`config.mk`:
```
export PLATFORM = sky130hd
export DESIGN_NAME = instr_reg_ctrl
export DESIGN_NICKNAME = d
export VERILOG_FILES = /design/src/rtl/instr_register_pkg.sv /design/src/rtl/instr_reg_ctrl_arb.sv /design/src/rtl/instr_reg_ctrl.sv
export SDC_FILE = /design/constraint.sdc
export NUM_CORES = 1
export LEC_CHECK = 0
export ABC_AREA = 1
export ABC_CLOCK_PERIOD_IN_PS = 2550
export CORE_MARGIN = 2
export CORE_UTILIZATION = 38
export CTS_CLUSTER_SIZE = 8
export DETAILED_ROUTE_END_ITERATION = 16
export PLACE_DENSITY = 0.81
export SYNTH_ARGS = -nofsm -noshare
export SYNTH_HDL_FRONTEND = slang
export SYNTH_HIERARCHICAL = 1
export SYNTH_SLANG_ARGS = --single-unit
```
`constraint.sdc`:
```
create_clock -name clk -period 2.55 [get_ports clk]
set_clock_uncertainty 0.05 [all_clocks]
set_input_delay 0.3825 -clock clk [delete_from_list [all_inputs] [get_ports clk]]
set_output_delay 0.3825 -clock clk [all_outputs]
set_load 0.03 [all_outputs]
```
`src/rtl/instr_register_pkg.sv`:
```
//------------------------------------------------------------------------------
// Module   : instr_register_pkg
// Brief    : Shared types for the instruction register and its controller.
// Revision : 1.0  initial release
//------------------------------------------------------------------------------
`default_nettype none

package instr_register_pkg;

  typedef logic signed [31:0] operand_t;
  typedef logic signed [63:0] result_t;
  typedef logic        [4:0]  address_t;

  typedef enum logic [2:0] {
    ZERO, PASSA, PASSB, ADD, SUB, MULT, DIV, MOD
  } opcode_t;

  typedef struct packed {
    opcode_t  opc;
    operand_t op_a;
    operand_t op_b;
    result_t  rslt;
  } instruction_t;

  typedef enum logic [1:0] {
    IDLE, LOAD, READ
  } ctrl_state_t;

  // A DIV or MOD by zero must never reach the register.
  function automatic logic is_div_zero(input opcode_t op, input operand_t b);
    return ((op == DIV) || (op == MOD)) && (b == '0);
  endfunction

endpackage

`default_nettype wire

```
`src/rtl/instr_reg_ctrl_arb.sv`:
```
//------------------------------------------------------------------------------
// Module   : rr_arbiter2
// Brief    : Two-way round-robin arbiter. req[0] is requester A, req[1] is B.
//            On a tie the requester not granted last wins.
// Revision : 1.0  initial release
//------------------------------------------------------------------------------
`default_nettype none

module rr_arbiter2 (
  input  logic       clk,
  input  logic       reset_n,
  input  logic [1:0] req,
  input  logic       enable,
  output logic [1:0] grant
);

  // Last-grant flag: 1 = B was granted last. Resets to B so A wins the first tie.
  logic r_last_b;

  // Grant selection from requests and last-grant history.
  always_comb begin
    grant = 2'b00;
    if (enable) begin
      case (req)
        2'b01:   grant = 2'b01;
        2'b10:   grant = 2'b10;
        2'b11:   grant = r_last_b ? 2'b01 : 2'b10;
        default: grant = 2'b00;
      endcase
    end
  end

  // Update the history on every grant, whether or not the instruction loads.
  always_ff @(posedge clk or negedge reset_n) begin
    if (!reset_n) begin
      r_last_b <= 1'b1;
    end else if (grant[0]) begin
      r_last_b <= 1'b0;
    end else if (grant[1]) begin
      r_last_b <= 1'b1;
    end
  end

endmodule

`default_nettype wire

```
`src/rtl/instr_reg_ctrl.sv`:
```
//------------------------------------------------------------------------------
// Module   : instr_reg_ctrl
// Brief    : Sequences the 32-entry instruction register as a circular log:
//            arbitrates two writers, rejects divide-by-zero, serves in-order
//            readback and tracks occupancy.
// Revision : 1.0  initial release
//------------------------------------------------------------------------------
`default_nettype none

module instr_reg_ctrl
  import instr_register_pkg::*;
#(
  parameter int unsigned DEPTH = 32
) (
  input  logic        clk,
  input  logic        reset_n,
  input  logic        a_valid,
  output logic        a_ready,
  input  opcode_t     a_opcode,
  input  operand_t    a_op_a,
  input  operand_t    a_op_b,
  input  logic        b_valid,
  output logic        b_ready,
  input  opcode_t     b_opcode,
  input  operand_t    b_op_a,
  input  operand_t    b_op_b,
  input  logic        rd_req,
  output logic        load_en,
  output opcode_t     opcode,
  output operand_t    operand_a,
  output operand_t    operand_b,
  output address_t    write_pointer,
  output address_t    read_pointer,
  output logic        rd_valid,
  output logic [5:0]  count,
  output logic        full,
  output logic        empty,
  output logic        dz_err,
  output logic        rd_err
);

  localparam logic [5:0] C_FULL = 6'(DEPTH);

  ctrl_state_t r_state;
  logic [1:0]  w_grant;
  logic        w_read_take;
  logic        w_arb_en;
  logic        w_accept;
  logic        w_dz;
  opcode_t     w_sel_opc;
  operand_t    w_sel_a;
  operand_t    w_sel_b;

  // A read in IDLE preempts any write in the same cycle.
  assign w_read_take = (r_state == IDLE) && rd_req && !empty;
  assign w_arb_en    = (r_state == IDLE) && !full && !w_read_take;

  rr_arbiter2 u_arb (
    .clk     (clk),
    .reset_n (reset_n),
    .req     ({b_valid, a_valid}),
    .enable  (w_arb_en),
    .grant   (w_grant)
  );

  assign a_ready   = w_grant[0];
  assign b_ready   = w_grant[1];
  assign w_accept  = |w_grant;
  assign w_sel_opc = w_grant[1] ? b_opcode : a_opcode;
  assign w_sel_a   = w_grant[1] ? b_op_a   : a_op_a;
  assign w_sel_b   = w_grant[1] ? b_op_b   : a_op_b;
  assign w_dz      = w_accept && is_div_zero(w_sel_opc, w_sel_b);

  // Control FSM with registered strobes, fields, pointers and occupancy.
  always_ff @(posedge clk or negedge reset_n) begin
    if (!reset_n) begin
      r_state       <= IDLE;
      load_en       <= 1'b0;
      rd_valid      <= 1'b0;
      dz_err        <= 1'b0;
      rd_err        <= 1'b0;
      opcode        <= ZERO;
      operand_a     <= '0;
      operand_b     <= '0;
      write_pointer <= '0;
      read_pointer  <= '0;
      count         <= '0;
      full          <= 1'b0;
      empty         <= 1'b1;
    end else begin
      load_en  <= 1'b0;
      rd_valid <= 1'b0;
      dz_err   <= 1'b0;
      rd_err   <= 1'b0;
      case (r_state)
        IDLE: begin
          if (w_read_take) begin
            r_state  <= READ;
            rd_valid <= 1'b1;
          end else begin
            // Reaching here with rd_req set means the log is empty.
            if (rd_req) rd_err <= 1'b1;
            if (w_accept) begin
              if (w_dz) begin
                dz_err <= 1'b1;
              end else begin
                r_state   <= LOAD;
                load_en   <= 1'b1;
                opcode    <= w_sel_opc;
                operand_a <= w_sel_a;
                operand_b <= w_sel_b;
              end
            end
          end
        end
        LOAD: begin
          write_pointer <= write_pointer + 5'd1;
          count         <= count + 6'd1;
          full          <= ((count + 6'd1) == C_FULL);
          empty         <= 1'b0;
          r_state       <= IDLE;
        end
        READ: begin
          read_pointer <= read_pointer + 5'd1;
          count        <= count - 6'd1;
          full         <= 1'b0;
          empty        <= (count == 6'd1);
          r_state      <= IDLE;
        end
        default: r_state <= IDLE;
      endcase
    end
  end

endmodule

`default_nettype wire

```
Word-level counts from Yosys, hierarchy flattened:

Index checks and enable logic that the tools add are counted.

* bitwise operators: 2
* add/subtract/negate cells: 4
* equality and inequality tests: 11
* mux-type cells: 28
* reduce and logical (&&, ||, !) cells: 17

Operators by type and width (count)
* $mux 32: 2
* $logic_not 32->1: 1
* $mux 1: 15
* $mux 2: 6
* $pmux 6 s2: 1
* $add 5x1->5 const B: 2
* $add 6x1->6 const B: 1
* $eq 2x2->1 const B: 3
* $eq 3x3->1 const B: 2
* $eq 6x1->1 const B: 1
* $eq 6x6->1 const B: 1
* $logic_and 1x1->1: 6
* $ne 3x3->1 const B: 2
* $pmux 2 s3: 1
* $sub 6x1->6 const B: 1
* $eq 2x1->1 const B: 2
* $pmux 1 s2: 2
* $reduce_and 4->1: 1
* $reduce_bool 2->1: 2
* $logic_not 1->1: 3
* $mux 3: 1
* $logic_not 2->1: 1
* $not 1->1: 2
* $reduce_and 2->1: 1
* 2 further kinds: 2

* word-level logic and storage cells: 76
* bits of input ports: 139
* register bits after elaboration: 92

Longest topological paths before layout:

* depth in word-level cells: 15
* gate-level depth with buffers: 26
* gate-level depth less buffers: 22

By module:

Netlist, hierarchy kept.

Modules (own cells, without submodules)
* instr_reg_ctrl: cells each 736, instances 1, area an instance 5099.9 um^2
* rr_arbiter2: cells each 11, instances 1, area an instance 65.1 um^2

Worst setup path after synthesis:

OpenSTA, ideal clock, no wires.

* path type: register to register
* from: register r_state[0]
* to: register operand_a[10]
* stages on the path, launching flop included: 26
* arrival time: 2815 ps
* path slack: -433 ps
* path buffers: 4
* library setup time: 118 ps
* required time: 2382 ps
* path through: dfrtp_1 inv_1 ha_1 inv_1 nor3_1 nor2_1 inv_1 nor2_1 nand2_1 inv_1 nand2_1 inv_1 buf_4 inv_4 buf_6 nand2_1 nand2_1 nand2_1 nor2_1 nand2_1 nor2_1 nand3_2 buf_2 buf_6 nand3_1 nand2_1

* longest elaborated chain between the ends: 13
* elaborated cells on any way between the ends: 20
* classes of those cells: 2 x eq/ne; 4 x mux; 2 x bitwise; 12 x reduce/logical

RTL lines
* start, declared: line instr_reg_ctrl.sv:44 `ctrl_state_t r_state;`
* start signal, assigned: line instr_reg_ctrl.sv:77 `r_state <= IDLE;`
* start signal, assigned: line instr_reg_ctrl.sv:98 `r_state <= READ;`
* start signal, assigned: line instr_reg_ctrl.sv:107 `r_state <= LOAD;`
* $logic_not 2->1 (*): line instr_reg_ctrl.sv:55, instr_reg_ctrl.sv:56
* $logic_and 1x1->1 (2 in a row): line instr_reg_ctrl.sv:55 `assign w_read_take = (r_state == IDLE) && rd_req && !empty;`
* $logic_not 1->1: line instr_reg_ctrl.sv:56 `assign w_arb_en = (r_state == IDLE) && !full && !w_read_take;`
* $logic_and 1x1->1 (*): line instr_reg_ctrl.sv:56
* net w_arb_en: line instr_reg_ctrl.sv:47 `logic w_arb_en;`
* $mux 2 (*): line instr_reg_ctrl_arb.sv:23 `if (enable) begin`
* net b_ready: line instr_reg_ctrl.sv:23 `output logic b_ready,`
* parallel branches: the longest is 7 deep, another holds $mux 32
* end signal, assigned: line instr_reg_ctrl.sv:110 `operand_a <= w_sel_a;`
* end, declared: line instr_reg_ctrl.sv:30 `output operand_t operand_a,`

Mark *: on every way through the listed nets, which the timed path passes.
A chain may end at the register's enable or synchronous reset.

Worst setup path after layout:

* from: register r_state[0]
* to: register r_state[1]

* longest elaborated chain between the ends: 13
* elaborated cells on any way between the ends: 21
* classes of those cells: 4 x eq/ne; 5 x mux; 12 x reduce/logical

RTL lines (line)
* $logic_not 2->1 (*): instr_reg_ctrl.sv:55, instr_reg_ctrl.sv:56
* $logic_and 1x1->1 (2 in a row): instr_reg_ctrl.sv:55
* $logic_not 1->1: instr_reg_ctrl.sv:56
* $logic_and 1x1->1 (*): instr_reg_ctrl.sv:56
* net w_arb_en: instr_reg_ctrl.sv:47
* $mux 2 (*): instr_reg_ctrl_arb.sv:23
* parallel branches: the longest is 6 deep, another holds $mux 32
* $reduce_and 2->1 (no source line) (*)

Marks and branches as above.

==> run metrics <==
Mapped Nets=895; Buf+Inv Stages, Crit Path=10; worst r2r src=r_state[0]$_DFFE_PN0P_; final hold slack=0.417 ns; PnR worst setup slack=-0.359 ns; die footprint=around 15,000 sq um; DR DRC count=0; status=finished, violations left; largest net degree at the start of global routing=53; Total GRT Usage=24.4%; period utilisation layout=114%; crit path max fanout=7; Syn Inst Count=747; per-cell routed wire length=15.3 microns; drt pass-1 iters=4; fraction of layout cells with a size suffix above 1=16.3%; r2r setup slk=-0.36 ns; Cell Rows=42; RSZ-0062 raised after global routing=true; Starting DRT DRC Count=417; Slew Viols, Final=0; Final Util=between 60% and 70%; vias post-DR=5,937; worst reg2reg endpoint=r_state[1]$_DFFE_PN0P_; IO Port Bufs=229; GRT overflow=0; clk slew on worst S/H paths=0.07 ns; CTS tree=done; main area contributors after synthesis=dfrtp_1 (44%), nand2_1 (27%), nand3_1 (7.5%); vias in the first global route=5,661; YS warnings=6; leakage power total=4.62 nW; fin cells=1,221; average size of a mapped cell=around 6.9 sq um; worst-case reg-to-reg path depth=25; final setup violation count=71; clk root buf=clkbuf_16; Area Overhead vs Synth=75.0%; Req. time, crit path=2.79 ns; Clock Sinks=92; final RePlAce weighted congestion=0.909; Synth cell types=30; Fillers=1,076; Mapped Area=between 5000 and 6000 sq um; power density over the cells=roughly 1200 nW/um^2; core area=13,200 sq um; CTS Buf Count=9; Min Clock Period, post-route=2.91 ns; placed wire-length estimate=12,700 microns; relative slew slack=between 60% and 70%; sequential element share of the synthesized area=44.6%; starting density of the core=39.0%; maximum buffer depth of the clock tree=2; maximum vdd drop=0.939 mV; Layout Nets=1,188; Hold Violations, Final=0; crit path DAT=3.14 ns; Hold Path Origin=operand_b[22]$_DFFE_PN0P_; WHS Path Cells=2; first-pass GRT wire length=28,100 microns; Antenna diodes=0; Final ANT Viol Nets=0; crit-path leading delay family=simple AND/OR/NAND/NOR gates; max cap viols=0; Design Area, Final=9040 sq um; Yosys top cell by area=dfrtp_1; Fmax achieved=344 MHz; H-Tree Depth=3; hold-critical path endpoint=operand_b[22]$_DFFE_PN0P_; Overall Power=10.5 mW; synthesized flop and latch total=92; worst hold-check path type=reg2reg; startpoint class of the critical path=flop; CP Capture Type=flop; total routed wirelength=between 15,000 and 20,000 microns; Vias/cell=4.86; sum of negative setup slack=-21.90 ns; worst-skew pair later-pin latency=0.35 ns; Die Y=121 microns; Die W=121 microns; Yosys top cell area share=43.6%; Top Ports=230; placed cell area=8090 sq um; critical path's largest stage delay=~0.4 ns; slowest CP cell=dfrtp_1; initial antenna violation count=0; Setup WS pre-CTS=-0.673 ns; Placed Cells=1,185; critical path type=reg2reg; most frequent CP cell=nand2_1; Worst Tran Pin Value=between 0.5 and 0.6 ns; failing checks=negative setup slack
[tightest hold or removal path, cell delays in order, from the launching register on]
cell,delay (ns)
dfrtp_1,0.34
nand2_1,0.05
nand2_1,0.04
[synthesized netlist by cell type, drive strengths merged]
master and n:
a31oi 1, o211ai 1, dfstp 2, and2 1, clkbuf 10, o41ai 1
buf 27, o21ai 10, inv 76, dfrtp 90, nand3 78, mux2 1
nor3 4, nor3b 1, nand2 367, xor2 9, a21oi 2, ha 9
o22ai 2, nand4 11, nor2 39, xnor2 5
[cells in the final DEF, fill, tap and decap left out, types with 3 or more instances in the layout]
| cell | synthesis | routed |
|---|---|---|
| inv_2 | 0 | 3 |
| nor2_1 | 38 | 28 |
| inv_1 | 75 | 70 |
| nand2_1 | 366 | 347 |
| xnor2_1 | 5 | 5 |
| buf_16 | 0 | 3 |
| nand3_1 | 77 | 63 |
| buf_6 | 6 | 5 |
| clkbuf_16 | 0 | 16 |
| nand4_1 | 11 | 11 |
| clkdlybuf4s50_1 | 0 | 226 |
| dfrtp_1 | 90 | 90 |
| nor2_2 | 1 | 9 |
| buf_8 | 0 | 4 |
| buf_12 | 0 | 9 |
| ha_1 | 9 | 8 |
| nand3_2 | 1 | 15 |
| buf_4 | 1 | 64 |
| clkbuf_8 | 0 | 3 |
| o21ai_0 | 9 | 6 |
| nand2_2 | 1 | 18 |
| xor2_1 | 9 | 9 |
[power by group]
group          leakage [nW]  internal, mW  switching (mW)
clock network         0.155         0.846           0.594
registers              1.16          2.13           0.449
logic                  3.31          2.84            3.68
total                  4.62          5.81            4.72
[worst max path at each step]
stage / startpoint / endpoint / slack, ns / cells after the start
after floorplan: empty$_DFFE_PN1P_ / r_state[0]$_DFFE_PN0P_ / -0.18 / 21
after global placement: rd_req / r_state[0]$_DFFE_PN0P_ / -0.63 / 19
after detailed placement: rd_req / operand_a[1]$_DFFE_PN0P_ / -0.67 / 20
after CTS: r_state[1]$_DFFE_PN0P_ / opcode[2]$_DFFE_PN0P_ / -0.28 / 24
after global routing: r_state[0]$_DFFE_PN0P_ / r_state[1]$_DFFE_PN0P_ / -0.55 / 25
final: r_state[0]$_DFFE_PN0P_ / r_state[1]$_DFFE_PN0P_ / -0.36 / 25
[final cells by class]
type	instances	area [sq um]	share of cell area, %
Timing Repair Buffer	319	3310	36.6
Sequential cell	92	2300	25.5
Clock buffer	12	267	2.95
Tap cell	176	220	2.44
Clock inverter	4	55.1	0.609
Inverter	76	312	3.45
Multi-Input combinational cell	542	2570	28.5
[cells by family (layout without fill, tap and decap cells)]
family | count (synthesis) | in the layout | synth area share (%)
fa+ha+maj | 9 | 9 | 2.18
xor+xnor | 14 | 14 | 2.37
flops | 92 | 92 | 44.6
mux | 1 | 1 | 0.218
compound gates | 17 | 17 | 1.84
buf+inv | 113 | 411 | 9.52
simple gates | 501 | 501 | 39.2
[metal layers]
layer,up-vias,GRT usage [%],wire (microns)
met5,-,0,0
met4,0,7.85,490
met3,43,6.89,1470
met2,240,43.1,9390
met1,2779,28.5,7320
li1,2875,-,-
[sequential cells by signal, summed over array words and instances (netlist names)]
signal	flops
operand_a	32
operand_b	32
count	6
read_pointer	5
write_pointer	5
opcode	3
r_state	2
dz_err	1
empty	1
full	1
load_en	1
rd_err	1
rd_valid	1
u_arb/r_last_b	1
[repair_timing]
action,in CTS,in global routing
hold buffers,1,0
pin swaps,6,16
setup endpoints to repair,71,71
hold endpoints to repair,39,0
cloned,4,7
gates resized for setup,25,54
setup buffers,6,3
Note: power is estimated with default switching activity, not from simulation.
